[config.mk]
export PLATFORM = sky130hd
export DESIGN_NAME = pulse_gen
export DESIGN_NICKNAME = d
export VERILOG_FILES = /design/src/rtl/pulse_gen.sv
export SDC_FILE = /design/constraint.sdc
export NUM_CORES = 1
export LEC_CHECK = 0
export CORE_MARGIN = 3
export CORE_UTILIZATION = 54
export DETAILED_ROUTE_END_ITERATION = 7
export PLACE_DENSITY = 0.84
export SLEW_MARGIN = 20
export SYNTH_ARGS = -nofsm -noshare
export SYNTH_HDL_FRONTEND = slang
export SYNTH_SLANG_ARGS = --single-unit
[constraint.sdc]
create_clock -name clk -period 3.15 [get_ports clk]
set_input_delay 0.63 -clock clk [delete_from_list [all_inputs] [get_ports clk]]
set_output_delay 0.63 -clock clk [all_outputs]
set_load 0.01 [all_outputs]
[src/rtl/pulse_gen.sv]
// Trigger-started level pulse with programmable delay and width, then a forced idle gap.
// Registered outputs; trigger-to-first-active latency 1+dly; triggers while busy are dropped and flagged.
module pulse_gen #(
    parameter int   CNT_W    = 16,
    parameter logic IDLE_LVL = 1'b1,
    parameter int   MIN_GAP  = 2
) (
    input  logic             clk,
    input  logic             rst_n,
    input  logic             trig,
    input  logic [CNT_W-1:0] dly,
    input  logic [CNT_W-1:0] wid,
    output logic             sig,
    output logic             busy,
    output logic             done,
    output logic             drop
);

    typedef enum logic [1:0] {
        S_IDLE,
        S_DELAY,
        S_ACTIVE,
        S_GAP
    } state_t;

    localparam logic [CNT_W-1:0] CNT_ONE = CNT_W'(1);
    localparam logic [CNT_W-1:0] GAP_LD  = CNT_W'(MIN_GAP);

    state_t           state_q, state_d;
    logic [CNT_W-1:0] cnt_q, cnt_d;
    logic [CNT_W-1:0] wid_q, wid_d;
    logic             sig_q, sig_d;
    logic             busy_q, busy_d;
    logic             done_q, done_d;
    logic             drop_q, drop_d;
    logic             accept;
    logic [CNT_W-1:0] wid_eff;

    assign wid_eff = (wid == '0) ? CNT_ONE : wid;

    always_comb begin
        state_d = state_q;
        cnt_d   = cnt_q;
        wid_d   = wid_q;
        sig_d   = sig_q;
        busy_d  = busy_q;
        done_d  = 1'b0;
        drop_d  = 1'b0;
        accept  = 1'b0;

        case (state_q)
            S_IDLE: begin
                accept = trig;
            end
            S_DELAY: begin
                drop_d = trig;
                if (cnt_q == CNT_ONE) begin
                    state_d = S_ACTIVE;
                    sig_d   = ~IDLE_LVL;
                    cnt_d   = wid_q;
                end else begin
                    cnt_d = cnt_q - CNT_ONE;
                end
            end
            S_ACTIVE: begin
                drop_d = trig;
                if (cnt_q == CNT_ONE) begin
                    sig_d  = IDLE_LVL;
                    done_d = 1'b1;
                    if (MIN_GAP == 0) begin
                        state_d = S_IDLE;
                        busy_d  = 1'b0;
                        cnt_d   = '0;
                    end else begin
                        state_d = S_GAP;
                        cnt_d   = GAP_LD;
                    end
                end else begin
                    cnt_d = cnt_q - CNT_ONE;
                end
            end
            S_GAP: begin
                // By the last gap cycle sig has already been idle MIN_GAP cycles,
                // so a trigger on that edge starts the next pulse directly.
                if (cnt_q == CNT_ONE) begin
                    if (trig) begin
                        accept = 1'b1;
                    end else begin
                        state_d = S_IDLE;
                        busy_d  = 1'b0;
                        cnt_d   = '0;
                    end
                end else begin
                    drop_d = trig;
                    cnt_d  = cnt_q - CNT_ONE;
                end
            end
            default: begin
                state_d = S_IDLE;
            end
        endcase

        if (accept) begin
            busy_d = 1'b1;
            wid_d  = wid_eff;
            if (dly == '0) begin
                state_d = S_ACTIVE;
                sig_d   = ~IDLE_LVL;
                cnt_d   = wid_eff;
            end else begin
                state_d = S_DELAY;
                cnt_d   = dly;
            end
        end
    end

    always_ff @(posedge clk or negedge rst_n) begin
        if (!rst_n) begin
            state_q <= S_IDLE;
            cnt_q   <= '0;
            wid_q   <= '0;
            sig_q   <= IDLE_LVL;
            busy_q  <= 1'b0;
            done_q  <= 1'b0;
            drop_q  <= 1'b0;
        end else begin
            state_q <= state_d;
            cnt_q   <= cnt_d;
            wid_q   <= wid_d;
            sig_q   <= sig_d;
            busy_q  <= busy_d;
            done_q  <= done_d;
            drop_q  <= drop_d;
        end
    end

    assign sig  = sig_q;
    assign busy = busy_q;
    assign done = done_q;
    assign drop = drop_q;

endmodule

==> PnR_summary.wiki <==
{| class="wikitable"
! Metric !! Value
|-
| Aggregate global-route resource usage || 27.29%
|-
| Final wirelength || 6699 um
|-
| Layout area overhead || 22.45%
|-
| Worst-case headroom to the max-slew limit || 36.65%
|-
| RSZ-0062 raised after global routing || no
|-
| Placement-stage cell area || 2879 um^2
|-
| Final cell area excluding filler cells || 2969 um^2
|-
| Post-synthesis register bit count || 38
|-
| Number of clock sinks seen by CTS || 38
|-
| H-tree Lvls || 2
|-
| Violation count after the first detailed-route iteration || 225
|-
| Startpoint of the lowest-slack register-to-register path || cnt_q[1]
|-
| Site Rows || 23
|-
| Required time at the worst-slack endpoint || 3.35 ns
|-
| Wire length per cell after detailed routing || 17.63 um
|-
| Hold-fix buffers, CTS || 0
|-
| Crit path capture type || register
|-
| Post-synth cell types || 51
|-
| Global placement routability congestion || 0.9159
|-
| Die X-Extent || 73.01 um
|-
| Power per standard cell area || 303.6 nW/um^2
|-
| Clk_skew || 0.007384 ns
|-
| Leakage component of the power || 1.311 nW
|-
| Clock tree from TritonCTS || built
|-
| Synthesis warning total || 0
|-
| Fill cells || 336
|-
| Synthesized Nets || 334
|-
| Drt first pass iters || 5
|-
| Register clock-pin slew on the reported worst setup and hold paths || 0.07 ns
|-
| Endpoint of the lowest-slack register-to-register path || cnt_q[0]
|-
| Mapped cell area || 2425 um^2
|-
| Final #Nets || 372
|-
| Number of buffers on the longest clock path || 2
|-
| Result of the run || finished clean
|-
| Post-synthesis adder-cell area fraction || 4.128%
|-
| Final antenna-violating net count || 0
|-
| Main combinational cell family by area after synthesis || simple AND/OR/NAND/NOR gates
|-
| DPL Wire Length || 4928 um
|-
| Antenna violations before repair || 0
|-
| Top library cells by usage in the layout, fill and taps aside || nand2_1, dfrtp_1, clkdlybuf4s50_1
|-
| Critical path launch point type || register
|-
| Final worst path period need || 2.773 ns
|-
| Worst hold-check slack || 0.4456 ns
|-
| Max Clk Rate || 360.6 MHz
|-
| Fraction of synthesis flops using an asynchronous set or reset pin || 100.0%
|-
| Final hold viol count || 0
|-
| CTS root buffer || clkbuf_8
|-
| Gates resized, CTS repair || 0
|-
| Share of cell area taken by muxes after synthesis || 2.064%
|-
| Wire length of the first global-routing pass || 11,250 um
|-
| Total Neg Setup Slack || 0 ns
|-
| Post-synthesis area per instance || 8.333 um^2
|-
| Cell with the largest stage delay on the worst path || or4_4
|-
| Max-cap violation count || 0
|-
| Via count of the first global-routing pass || 2,350
|-
| Core utilization of the finished layout || 71.15%
|-
| Biggest fanout along the worst timing path || 18
|-
| Endpoint arrival time on the critical path || 2.97 ns
|-
| Setup repair bufs after CTS || 0
|-
| Count of pins on the block boundary || 39
|-
| FF-to-FF setup slack || 0.38 ns
|-
| Worst Path Class, Setup || reg2reg
|-
| Total overflow reported by the global router || 0
|-
| Largest incremental delay on the critical path || 0.65 ns
|-
| Average via count per standard cell || 6.511
|-
| Vias || 2,474
|-
| Clock latency on the worst-skew pair || 0.29 ns
|-
| CP startpoint || cnt_q[1]
|-
| Die extent in y || 73.01 um
|-
| Sequential cell area fraction in the yosys report || 39.27%
|-
| Share of the synthesized area in compound gates (AO/OA/AOI/OAI) || 20.54%
|-
| Number of cells produced by synthesis || 291
|-
| Area fraction in and, or, nand and nor cells after synthesis || 28.48%
|-
| Synth Flop Type || dfrtp_1
|-
| Min-delay worst type || in2async
|-
| Ratio of cells with drive above 1 in the final layout || 9.394%
|-
| Number of design rule violations left after detail routing || 0
|-
| Reg2Reg Depth || 8
|-
| Number of enable flip-flop cells after synthesis || 0
|-
| Maximum number of pins on one net before global-route repair || 39
|-
| Die area || 5330 um^2
|-
| Post-synthesis share of cell area spent on xor and xnor gates || 0.7224%
|-
| Port Buffer Count || 38
|-
| TritonCTS buffer count || 5
|-
| Final antenna diode count || 0
|-
| Final setup violation count || 0
|-
| Worst slew pin tran || 0.9472 ns
|-
| Core Footprint || 4173 um^2
|-
| Most frequent standard cell in the layout excluding fill and tap cells || nand2_1
|-
| Final Cycle Share || 88.04%
|-
| Initial cell density of the core || 58.11%
|-
| IR Drop Worst-Case VDD || 0.2258 mV
|-
| CP Cell Sequence || inv_1 > ha_1 > or3b_2 > or4_4 > o21ai_1 > buf_4 > o21ai_0 > o31ai_1
|-
| Number of pins exceeding their max-slew limit in the final report || 0
|}
-- where the power goes --
group          switching, mW  internal (mW)  leakage, nW
clock network          0.162          0.178       0.0455
logic                 0.0300         0.0423        0.763
registers           0.000150          0.488        0.502
total                  0.192          0.709         1.31
-- cell type report --
class	instances	area (um^2)	share of cell area [%]
Inverter	7	26.28	0.8850
Tap cell	50	62.56	2.107
Clock buffer	8	90.09	3.034
Multi-Input combinational cell	228	1380	46.48
Sequential cell	38	952.2	32.07
Timing Repair Buffer	49	457.9	15.42
-- sequential cells by signal (all words and copies together), names as in the netlist --
register and cells:
sig 1, done 1, wid_q 16, drop 1, cnt_q 16, state_q 2, busy 1
-- stage by stage --
stage                     worst slack, ns  total power [mW]  cells
after global placement             0.5629            0.5704    372
after detailed placement           0.4595            0.5704    372
after floorplan                    0.8017            0.5056    291
after CTS                          0.4222            0.9082    380
after global routing               0.2426            0.9398    380
final                              0.3768            0.9015    380
-- worst max-delay path by stage --
stage / to / slack, ns / depth (start not counted)
2_1_floorplan: cnt_q[14] / 0.80 / 8
3_3_place_gp: state_q[0] / 0.56 / 6
3_5_place_dp: cnt_q[14] / 0.46 / 7
4_1_cts: cnt_q[0] / 0.42 / 8
5_1_grt: cnt_q[3] / 0.24 / 8
6_report: cnt_q[0] / 0.38 / 8
-- cells by family (layout without fill, tap and decap cells) --
| group | Yosys count | after routing |
|---|---|---|
| AOI/OAI and AO/OA | 78 | 78 |
| xor gates and xnor gates | 2 | 2 |
| adders and majority gates | 8 | 8 |
| buffers and inverters | 25 | 64 |
| DFF | 38 | 38 |
| muxes | 5 | 5 |
| and+or+nand+nor | 135 | 135 |
-- critical path, delay by kind of cell, from the launching register on --
family | cells | cell delay [ns]
AOI/OAI and AO/OA | 3 | 0.54
adders and majority gates | 1 | 0.13
buffers and inverters | 2 | 0.40
DFF | 1 | 0.44
and+or+nand+nor | 2 | 1.17
-- layer usage --
layer	vias up	track usage [%]	share of wire (%)
met3	11	5.372	8.0
met2	139	43.69	48
met1	1177	36.70	42
met5	-	0	0
met4	0	9.631	1.3
li1	1147	-	-
-- synth_stat cells (2+ instances only) --
cell	number	area [um^2]
a211oi_1	5	37.54
a21oi_1	21	105.1
a311oi_1	2	17.52
a31oi_1	5	31.28
a32oi_1	2	17.52
and2_1	2	12.51
and3_1	7	43.79
buf_2	6	30.03
buf_4	2	15.01
clkbuf_1	9	33.78
dfrtp_1	37	925.9
ha_1	8	100.1
inv_1	7	26.28
mux2i_1	5	50.05
nand2_1	62	232.7
nand2b_1	2	12.51
nand3_1	7	35.03
nand4_1	4	25.02
nor2_1	13	48.80
nor2b_1	2	12.51
nor3_1	6	30.03
nor3b_1	2	15.01
nor4_1	14	87.58
o211ai_1	3	22.52
o21ai_0	14	70.07
o21ai_1	3	15.01
o22ai_1	8	50.05
o31ai_1	4	30.03
or3_1	2	12.51
or3b_2	2	17.52
or4_1	2	15.01
or4_4	4	45.04
No activity file was read; power rests on OpenSTA's default activity.
